`config.mk`:
```
export PLATFORM = sky130hd
export DESIGN_NAME = id_ex_stage
export DESIGN_NICKNAME = d
export VERILOG_FILES = /design/src/rtl/id_ex_stage.sv
export SDC_FILE = /design/constraint.sdc
export NUM_CORES = 1
export LEC_CHECK = 0
export ABC_AREA = 1
export CELL_PAD_IN_SITES_DETAIL_PLACEMENT = 1
export CELL_PAD_IN_SITES_GLOBAL_PLACEMENT = 1
export CORE_ASPECT_RATIO = 2
export CORE_MARGIN = 3
export CORE_UTILIZATION = 28
export CTS_BUF_LIST = sky130_fd_sc_hd__clkbuf_16
export DETAILED_ROUTE_END_ITERATION = 10
export GPL_TIMING_DRIVEN = 0
export PLACE_DENSITY = 0.76
export REMOVE_ABC_BUFFERS = 1
export SLEW_MARGIN = 20
export SYNTH_ARGS = -nofsm -noshare
export SYNTH_HDL_FRONTEND = slang
export SYNTH_SLANG_ARGS = --single-unit
```
`constraint.sdc`:
```
create_clock -name clk -period 2.12 [get_ports clk]
set_clock_uncertainty 0.2 [all_clocks]
set_input_delay 0.424 -clock clk [delete_from_list [all_inputs] [get_ports clk]]
set_output_delay 0.424 -clock clk [all_outputs]
set_load 0.1 [all_outputs]
```
`src/rtl/id_ex_stage.sv`:
```
// +--------------------------------------------------------------------------+
// | id_ex_stage : ID/EX pipeline register with load-use stall and bubbling   |
// | Optional HAZARD_CNT_EN: saturating load-use bubble counter on bubble_cnt |
// | Rev 1.0                                                                  |
// +--------------------------------------------------------------------------+
`default_nettype none

module id_ex_stage #(
  parameter int DW       = 32,
  parameter int RW       = 5,
  parameter int LINK_REG = 31
) (
  input  logic          clk,
  input  logic          rst_n,
  input  logic          id_valid,
  input  logic          id_B,
  input  logic          id_J,
  input  logic          id_RegDst,
  input  logic          id_RegWr,
  input  logic          id_MenWr,
  input  logic          id_MentoReg,
  input  logic          id_ALUSrc,
  input  logic          id_Extop,
  input  logic          id_r,
  input  logic [4:0]    id_ALUop,
  input  logic [DW-1:0] id_pc,
  input  logic [DW-1:0] id_rs_data,
  input  logic [DW-1:0] id_rt_data,
  input  logic [DW-1:0] id_imm,
  input  logic [RW-1:0] id_rs,
  input  logic [RW-1:0] id_rt,
  input  logic [RW-1:0] id_rd,
  input  logic          ex_flush,
  input  logic          mem_hold,
  output logic          ex_valid,
  output logic          ex_B,
  output logic          ex_J,
  output logic          ex_RegWr,
  output logic          ex_MenWr,
  output logic          ex_MentoReg,
  output logic          ex_ALUSrc,
  output logic          ex_Extop,
  output logic          ex_r,
  output logic [4:0]    ex_ALUop,
  output logic [DW-1:0] ex_pc,
  output logic [DW-1:0] ex_rs_data,
  output logic [DW-1:0] ex_rt_data,
  output logic [DW-1:0] ex_imm,
  output logic [RW-1:0] ex_rs,
  output logic [RW-1:0] ex_rt,
  output logic [RW-1:0] ex_dst,
  output logic          stall_up,
  output logic [15:0]   bubble_cnt
);

  localparam logic [4:0]    C_ALUOP_NOP = 5'b11111;
  localparam logic [RW-1:0] C_LINK      = RW'(LINK_REG);

  logic          valid_q, valid_d;
  logic          b_q, b_d, j_q, j_d, regwr_q, regwr_d, menwr_q, menwr_d;
  logic          mentoreg_q, mentoreg_d, alusrc_q, alusrc_d;
  logic          extop_q, extop_d, r_q, r_d;
  logic [4:0]    aluop_q, aluop_d;
  logic [DW-1:0] pc_q, pc_d, rs_data_q, rs_data_d, rt_data_q, rt_data_d;
  logic [DW-1:0] imm_q, imm_d;
  logic [RW-1:0] rs_q, rs_d, rt_q, rt_d, dst_q, dst_d;

  logic          rt_used;
  logic          load_use;
  logic          lu_bubble;
  logic [RW-1:0] dst_res;

  always_comb begin
    if (id_J && id_RegWr)  dst_res = C_LINK;
    else if (id_RegDst)    dst_res = id_rd;
    else                   dst_res = id_rt;

    rt_used  = !id_ALUSrc || id_MenWr || id_B;
    load_use = valid_q && mentoreg_q && (dst_q != '0) && id_valid &&
               ((dst_q == id_rs) || (rt_used && (dst_q == id_rt)));
  end

  always_comb begin
    valid_d    = valid_q;
    b_d        = b_q;
    j_d        = j_q;
    regwr_d    = regwr_q;
    menwr_d    = menwr_q;
    mentoreg_d = mentoreg_q;
    alusrc_d   = alusrc_q;
    extop_d    = extop_q;
    r_d        = r_q;
    aluop_d    = aluop_q;
    pc_d       = pc_q;
    rs_data_d  = rs_data_q;
    rt_data_d  = rt_data_q;
    imm_d      = imm_q;
    rs_d       = rs_q;
    rt_d       = rt_q;
    dst_d      = dst_q;
    stall_up   = 1'b0;
    lu_bubble  = 1'b0;

    if (mem_hold) begin
      stall_up = 1'b1;
    end else if (ex_flush || load_use) begin
      // Bubble: datapath registers simply keep their old contents
      stall_up   = !ex_flush;
      lu_bubble  = !ex_flush;
      valid_d    = 1'b0;
      b_d        = 1'b0;
      j_d        = 1'b0;
      regwr_d    = 1'b0;
      menwr_d    = 1'b0;
      mentoreg_d = 1'b0;
      aluop_d    = C_ALUOP_NOP;
    end else begin
      valid_d    = id_valid;
      b_d        = id_valid && id_B;
      j_d        = id_valid && id_J;
      regwr_d    = id_valid && id_RegWr;
      menwr_d    = id_valid && id_MenWr;
      mentoreg_d = id_valid && id_MentoReg;
      alusrc_d   = id_ALUSrc;
      extop_d    = id_Extop;
      r_d        = id_r;
      aluop_d    = id_ALUop;
      pc_d       = id_pc;
      rs_data_d  = id_rs_data;
      rt_data_d  = id_rt_data;
      imm_d      = id_imm;
      rs_d       = id_rs;
      rt_d       = id_rt;
      dst_d      = dst_res;
    end
  end

  always_ff @(posedge clk or negedge rst_n) begin
    if (!rst_n) begin
      valid_q    <= 1'b0;
      b_q        <= 1'b0;
      j_q        <= 1'b0;
      regwr_q    <= 1'b0;
      menwr_q    <= 1'b0;
      mentoreg_q <= 1'b0;
      alusrc_q   <= 1'b0;
      extop_q    <= 1'b0;
      r_q        <= 1'b0;
      aluop_q    <= C_ALUOP_NOP;
      pc_q       <= '0;
      rs_data_q  <= '0;
      rt_data_q  <= '0;
      imm_q      <= '0;
      rs_q       <= '0;
      rt_q       <= '0;
      dst_q      <= '0;
    end else begin
      valid_q    <= valid_d;
      b_q        <= b_d;
      j_q        <= j_d;
      regwr_q    <= regwr_d;
      menwr_q    <= menwr_d;
      mentoreg_q <= mentoreg_d;
      alusrc_q   <= alusrc_d;
      extop_q    <= extop_d;
      r_q        <= r_d;
      aluop_q    <= aluop_d;
      pc_q       <= pc_d;
      rs_data_q  <= rs_data_d;
      rt_data_q  <= rt_data_d;
      imm_q      <= imm_d;
      rs_q       <= rs_d;
      rt_q       <= rt_d;
      dst_q      <= dst_d;
    end
  end

`ifdef HAZARD_CNT_EN
  logic [15:0] cnt_q, cnt_d;

  always_comb begin
    cnt_d = cnt_q;
    if (lu_bubble && (cnt_q != 16'hFFFF)) cnt_d = cnt_q + 16'd1;
  end

  always_ff @(posedge clk or negedge rst_n) begin
    if (!rst_n) cnt_q <= 16'h0000;
    else        cnt_q <= cnt_d;
  end

  assign bubble_cnt = cnt_q;
`else
  logic unused_lu_bubble;
  assign unused_lu_bubble = lu_bubble;
  assign bubble_cnt       = 16'h0000;
`endif

  assign ex_valid    = valid_q;
  assign ex_B        = b_q;
  assign ex_J        = j_q;
  assign ex_RegWr    = regwr_q;
  assign ex_MenWr    = menwr_q;
  assign ex_MentoReg = mentoreg_q;
  assign ex_ALUSrc   = alusrc_q;
  assign ex_Extop    = extop_q;
  assign ex_r        = r_q;
  assign ex_ALUop    = aluop_q;
  assign ex_pc       = pc_q;
  assign ex_rs_data  = rs_data_q;
  assign ex_rt_data  = rt_data_q;
  assign ex_imm      = imm_q;
  assign ex_rs       = rs_q;
  assign ex_rt       = rt_q;
  assign ex_dst      = dst_q;

endmodule

`default_nettype wire
```
======== Word-level counts from Yosys, hierarchy flattened ========
Cells that the tools add are included.
word-level totals
  flip-flop bits (word level) ............. 157
  word-level logic and storage cells ...... 51
  output and inout port bits .............. 174
  input port bits ......................... 162
operators by class
  bitwise logic cells ..................... 2
  eq/ne operators ......................... 2
  reductions and logical operators ........ 19
  multiplexer cells ....................... 11
operators with widths
  kind                 count
  $mux W5              3
  $logic_and A1 B1 Y1  11
  $eq A5 B5 Y1         2
  $mux W1              8
  $reduce_bool A5 Y1   1
  $logic_or A1 B1 Y1   4
  $logic_not A1 Y1     2
  $not A1 Y1           2
  $reduce_and A2 Y1    1

======== Longest topological paths before layout ========
Gate-level depths: netlist of the first run.
  depth after elaboration ................. 9
  depth in mapped cells ................... 12
  mapped depth without buffers ............ 10

======== Least setup slack after synthesis of the first run ========
Ideal clock, no wire load.
  kind .................................... reg-to-output
  start point ............................. register dst_q[1] (netlist: ex_dst[1])
  end point ............................... output stall_up
  cell stages (with the launch flop) ...... 10
  data arrival time ....................... 3.830 ns
  path slack .............................. -2.334 ns
  path buffers ............................ 1
  path through ............................ dfrtp_1 inv_1 nand2_1 nand2_1 nor2_1 nand3_1 nand2_1 nand2_2 buf_2 o21ai_0
between the ends
  word-level cells in the longest chain between the ends .. 7
  elaborated cells on any way between the ends .. 11
  classes of those cells .................. 2 x eq/ne; 2 x mux; 7 x reduce/logical
ends and longest elaborated chain
  item                                                       RTL line  text
  start, declared                                            66        logic [RW-1:0] rs_q, rs_d, rt_q, rt_d, dst_q, dst_d;
  start signal, assigned                                     174       dst_q <= dst_d;
  $eq A5 B5 Y1 or $reduce_bool A5 Y1 (tied branches)         80, 79
  $logic_and A1 B1 Y1, on equally long branches              80, 79
  $logic_or A1 B1 Y1 or $logic_and A1 B1 Y1 (tied branches)  80, 79
  $logic_and A1 B1 Y1 *                                      79        load_use = valid_q && mentoreg_q && (dst_q != '0) && id_valid &&
  $logic_or A1 B1 Y1 *                                       106       end else if (ex_flush || load_use) begin
  $mux W1 *                                                  106
  $mux W1 *                                                  104       if (mem_hold) begin
  end, declared                                              52        output logic stall_up,
Mark *: on every way between the ends. The rest lies on a longest branch, timed or not.

======== Worst setup path after layout of the first run ========
  start point ............................. input id_MenWr
  end point ............................... output stall_up
between the ends
  word-level cells in the longest chain between the ends .. 8
ends and longest elaborated chain
  item                              RTL line  text
  start, declared                   20        input logic id_MenWr,
  $logic_or A1 B1 Y1 (2 in series)  78        rt_used = !id_ALUSrc || id_MenWr || id_B;
  $logic_and A1 B1 Y1               80        ((dst_q == id_rs) || (rt_used && (dst_q == id_rt)));
  $logic_or A1 B1 Y1                80
  $logic_and A1 B1 Y1               79
  $logic_or A1 B1 Y1                106
  $mux W1                           106
  $mux W1                           104
No other way between the ends.

==> impl_metrics.ini, run 1 <==
[layout]
fillCellCount = 2553
final_cell_count_no_fill = 1436
nets = 1299
mostFrequentLayoutCells = 154 x nand2_1, 152 x nand3_1, 151 x clkdlybuf4s50_1
regArea_sq_um = 3940
finalInstanceArea_sq_um = 12800
layout_commonest_cell = nand2_1
syn_to_final_growth_pct = 90.2
multiInputGateArea_sq_um = 3310
drive_above_1_share_pct = 41.3

[placed_design]
dpl.hpwl_microns = 17900
dp.cells = 1344
place_congestion = 0.775
dpl_cell_area_sq_um = 10200
pre_cts_slack_ns = -2.19
io_buffer_count = 319

[grt]
grt_max_degree = 89
antenna_found_initial = 4
overflow = 0
grt_first_pass_wirelength_microns = 42800
grt_pass1_vias = 7121
grt_usage_pct = 22.3

[route]
routedWlPerCell_microns = 23.0
antenna_left = 0
via_per_inst = 4.89
drt_iter0_drc = 301
drt_first_pass_iters = 4
post-route-drc-count = 0
totalWireLength_microns = 33100
vias = 7015

[hold_path]
min_path_type = in2reg
min_delay_path_depth = 3

[sta]
slew_viol_final = 0
period_share_pct = 121
max_slew_margin_pct = 58.4
whs_ns = 0.0862
clock.fmax_mhz = 390
setup_violations = 134
hold_violations = 0
fin_ws_ns = -0.442
max_slew.worst_pin.slew_ns = 0.626
period_minus_slack_ns = 2.56
grt_setup_unrepaired = yes

[logic_synthesis]
yosysUniqueCellTypes = 21
synthCells = 785
synth_area_leader_cell = dfrtp_1
synth_top_cells_by_area = dfrtp_1 57%, nand2_1 20%, nand3_1 11%
syn-cell-area_sq_um = 6710
syn_avg_cell_area_sq_um = 8.54
ys_seq_area_share_pct = 58.7
ys_seq_elements = 157
netlist.area_leader.share_pct = 56.7
yosys_warnings = 0

[worst_setup_path]
cp_max_fo = 2
cp-end-kind = output pin
path_class = in2out
setup.worst_path.start_class = input port
r2r_slack_ns = -0.14
critPathRequiredTime_ns = 1.50
rr_worst_depth = 15
crit_arrival_ns = 1.94

[clocking]
cts.htree.levels = 4
cts.path.max_buffers = 2
clk_pin_slew_worst_paths_ns = 0.06
clk_latency_ns = 0.44
cts_buffers = 17
cts_tree = yes
cts_sinks = 157
cts_root_buffer = clkbuf_16

[floorplan]
die_h_microns = 225
coreArea_sq_um = 23400
row_count = 79
dieWidth_microns = 115
io_pins = 336
initial_core_util_pct = 28.6
fp.dieArea_sq_um = 26000

[power]
power_leakage_uw = 0.00608
ir_worst_vdd_mv = 0.494
cellPowerDensity_nw_per_um2 = 924

[flow_run]
drv_cap = 0

[run_status]
status = complete, but fails checks
violations = setup timing
-- per-stage QoR --
stage | utilization [%] | TNS, ns | power, uW
2_1_floorplan | - | -622.48 | 6900
3_3_place_gp | 42.3 | -2444.47 | 8270
3_5_place_dp | 43.6 | -196.68 | 8350
4_1_cts | 48.4 | -10.42 | 11400
5_1_grt | 54.4 | -28.44 | 12200
6_report | 54.4 | -14.21 | 11800
-- sequential cells by signal, summed over array words and instances (netlist names), 5 cells and up --
name,flops
ex_rs_data,32
ex_ALUop,5
ex_rt_data,32
ex_imm,32
ex_pc,32
ex_rt,5
ex_rs,5
ex_dst,5
-- synth_stat cells, drive strengths merged --
master	number
or2	5
nand4	2
nor2	8
conb	1
clkbuf	5
inv	27
o21ai	1
nand3b	5
nand3	154
buf	63
dfrtp	152
nand2	351
xnor2	1
dfstp	5
o211ai	5
-- routing by layer --
layer  wire length [microns]  GRT usage [%]  vias up
met5                       0              0        -
met4                    1710           11.7        0
met3                    1390           4.15       76
met2                   18400           40.9      246
met1                   11600           23.5     3503
li1                        -              -     3190
-- where the power goes --
group          switching, uW  internal, uW
Clock                   1240          1800
Sequential               315          3370
Combinational           3820          1230
Total                   5370          6410
-- path summary, 6_finish.rpt --
check,from,endpoint
setup / recovery,id_MenWr,stall_up
hold / removal,id_rs[0],ex_rs[0]
setup reg to reg,ex_dst[1],ex_rt_data[15]
hold reg to reg,ex_Extop,ex_Extop
max in group asynchronous,rst_n,ex_imm[14]
min in group asynchronous,rst_n,ex_pc[25]
-- logic make-up (layout without fill, tap and decap cells) --
group	Yosys count	count (layout)	synth area share, %
and+or+nand+nor	525	534	32.9
DFF	157	157	58.7
buffers and inverters	95	435	7.58
AOI/OAI and AO/OA	6	6	0.634
other	1	20	0.0559
xor gates and xnor gates	1	1	0.131
-- area by class of cell --
class | count | share of cell area [%]
Inverter | 27 | 0.824
Sequential cell | 157 | 30.9
Timing Repair Buffer | 377 | 35.1
Clock buffer | 17 | 3.34
Clock inverter | 14 | 1.07
Tap cell | 283 | 2.78
Antenna cell | 4 | 0.0785
Multi-Input combinational cell | 557 | 26.0
-- repair_timing --
item                                   CTS  global route
pin swaps                               10            18
endpoints found under the hold margin   64             0
cloned                                  11            18
gates resized for setup                524           292
hold buffers                             1             0
buffers inserted                        11            17
setup endpoints to repair              315           160
-- worst max-delay path, cell delays in order --
cell and delay, ns:
clkdlybuf4s50_1 0.48, inv_1 0.05, nand2_1 0.07, nor2_2 0.05
nor2_4 0.15, nand3_4 0.10, nand2_4 0.10, nand2_8 0.06
buf_16 0.13, o21ai_4 0.14, buf_12 0.19
Note: power is estimated with default switching activity, not from simulation.
==> inputs of run 2 (changes only) <==
--- a/config.mk
+++ b/config.mk
@@ -6,6 +6,7 @@
 export NUM_CORES = 1
 export LEC_CHECK = 0
 export ABC_AREA = 1
+export CAP_MARGIN = 20
 export CELL_PAD_IN_SITES_DETAIL_PLACEMENT = 1
 export CELL_PAD_IN_SITES_GLOBAL_PLACEMENT = 1
 export CORE_ASPECT_RATIO = 2
==> results of run 2 <==
No change in the layout: final DEF, timing and power equal those of run 1.
==> inputs of run 3 (changes only) <==
--- a/config.mk
+++ b/config.mk
@@ -13,10 +13,12 @@
 export CORE_MARGIN = 3
 export CORE_UTILIZATION = 28
 export CTS_BUF_LIST = sky130_fd_sc_hd__clkbuf_16
+export CTS_CLUSTER_DIAMETER = 120
 export DETAILED_ROUTE_END_ITERATION = 10
 export GPL_TIMING_DRIVEN = 0
 export PLACE_DENSITY = 0.76
 export REMOVE_ABC_BUFFERS = 1
+export SKIP_LAST_GASP = 1
 export SLEW_MARGIN = 20
 export SYNTH_ARGS = -nofsm -noshare
 export SYNTH_HDL_FRONTEND = slang
==> run 3 against run 2 <==
Compared with the run above: the run still ends with setup timing left; register-to-register slack got worse by 0.04 ns; critical endpoint unchanged; largest power group unchanged; sequential cell count did not move; final area fell by 0.21%; largest cell class unchanged.
==> impl_metrics.ini, run 3 (synthesis gave the netlist of run 1 again) <==
[sta]
slew_viol_final = 0
clock.fmax_mhz = 391
max_slew.worst_pin.slew_ns = 0.976
fin_ws_ns = -0.440
period_minus_slack_ns = 2.56
max_slew_margin_pct = 35.2
period_share_pct = 121
setup_violations = 134
hold_violations = 0
grt_setup_unrepaired = yes

[hold_path]
min-delay-start = id_rs[0]
min_path_type = in2reg
min_delay_path_depth = 3
hold_path_end = ex_rs[0]

[run_status]
violations = setup timing
status = complete, but fails checks

[grt]
overflow = 0
antenna_found_initial = 4
grt_first_pass_wirelength_microns = 42800
grt_max_degree = 89
grt_pass1_vias = 7121
grt_usage_pct = 22.3

[power]
p_sw_uw = 5380
ir_worst_vdd_mv = 0.497
finalPower_uw = 11800
internal_power_uw = 6400
power_leakage_uw = 0.00607
p_clk_share_pct = 25.9
swShare_pct = 45.6
seq_power_share_pct = 31.3
cellPowerDensity_nw_per_um2 = 926
p_comb_share_pct = 42.8

[route]
totalWireLength_microns = 33100
post-route-drc-count = 0
drt_first_pass_iters = 4
routedWlPerCell_microns = 23.1
vias = 6999
antenna_left = 0
via_per_inst = 4.87
drt_iter0_drc = 312

[floorplan]
dieWidth_microns = 115
io_pins = 336
die_h_microns = 225
initial_core_util_pct = 28.6
row_count = 79
coreArea_sq_um = 23400
fp.dieArea_sq_um = 26000

[clocking]
cts_tree = yes
clk_latency_ns = 0.44
cts.htree.levels = 4
cts_root_buffer = clkbuf_16
cts.path.max_buffers = 2
cts_sinks = 157
cts_buffers = 17
clk_pin_slew_worst_paths_ns = 0.06

[worst_setup_path]
cp_max_fo = 2
rr_worst_depth = 13
crit-reg2reg-launch = ex_dst[2]
crit_arrival_ns = 1.94
path_class = in2out
critPathRequiredTime_ns = 1.50
r2r_slack_ns = -0.18
setup.worst_path.start_class = input port
reg2reg_to = ex_pc[21]
cp-end-kind = output pin

[placed_design]
dpl_cell_area_sq_um = 10200
io_buffer_count = 319
dpl.hpwl_microns = 17900
place_congestion = 0.775

[flow_run]
drv_cap = 0

[layout]
drive_above_1_share_pct = 40.5
nets = 1299
finalInstanceArea_sq_um = 12700
layout_commonest_cell = nand2_1
syn_to_final_growth_pct = 89.8
mostFrequentLayoutCells = 162 x nand2_1, 152 x nand3_1, 151 x clkdlybuf4s50_1
-- run 3: cell types whose count changed in the layout (fill, tap and decap cells not counted) --
cell,change
dlygate4sd2_1,+1
nand2_4,-2
clkbuf_2,-1
nand2_2,-6
nand2_1,+8
-- run 3: through the flow --
step	utilization, %	TNS [ns]	worst slack [ns]	std cells	hold slack [ns]
2_1_floorplan	-	-622.48	-4.10	732	-0.0716
3_3_place_gp	42.3	-2444.47	-9.45	1334	0.252
3_5_place_dp	43.6	-196.68	-2.19	1344	0.220
4_1_cts	48.4	-10.42	-0.487	1398	0.180
5_1_grt	54.3	-28.09	-0.532	1436	0.0902
6_report	54.3	-14.04	-0.440	1436	0.0802
-- run 3: power by group through the flow --
stage               clock network [uW]  registers, uW  logic [uW]
floorplan                            0           6310         585
global placement                     0           3610        4660
detailed placement                   0           3620        4730
CTS                               3120           3580        4720
global route                      3230           3730        5210
finish                            3050           3690        5040
-- run 3: area by class of cell --
class	count	area (sq um)
Clock inverter	14	136
Sequential cell	157	3940
Inverter	27	105
Multi-Input combinational cell	557	3280
Antenna cell	4	10.0
Tap cell	283	354
Timing Repair Buffer	377	4470
Fill cell	2571	10700
Clock buffer	17	425
-- run 3: worst max-delay path by stage --
stage                     endpoint  cells past startpoint  startpoint
floorplan                ex_ALUSrc                      4    ex_flush
global placement    ex_rt_data[11]                      5    mem_hold
detailed placement        stall_up                     11    id_rt[0]
CTS                       stall_up                     10   ex_dst[0]
global route              stall_up                     10   ex_dst[2]
finish                    stall_up                     11    id_MenWr
-- run 3: repair_timing --
item | CTS | global route
hold buffers | 1 | 0
cloned | 11 | 18
gates resized for setup | 524 | 280
buffers inserted | 11 | 17
pin swaps | 10 | 18
setup endpoints to repair | 315 | 160
endpoints found under the hold margin | 64 | 0
-- run 3: worst max-delay path, cell delays in order --
cell and delay (ns):
clkdlybuf4s50_1 0.48, inv_1 0.05, nand2_1 0.07, nor2_2 0.05
nor2_4 0.14, nand3_4 0.10, nand2_4 0.10, nand2_8 0.06
buf_16 0.13, o21ai_4 0.14, buf_12 0.19
-- run 3: per-layer routing --
layer  GRT usage (%)  share of wire [%]  vias up
met2            40.9                 56      254
met1            23.5                 35     3482
met5               0                  0        -
li1                -                  -     3185
met4            11.7                5.1        0
met3            4.15                4.6       78
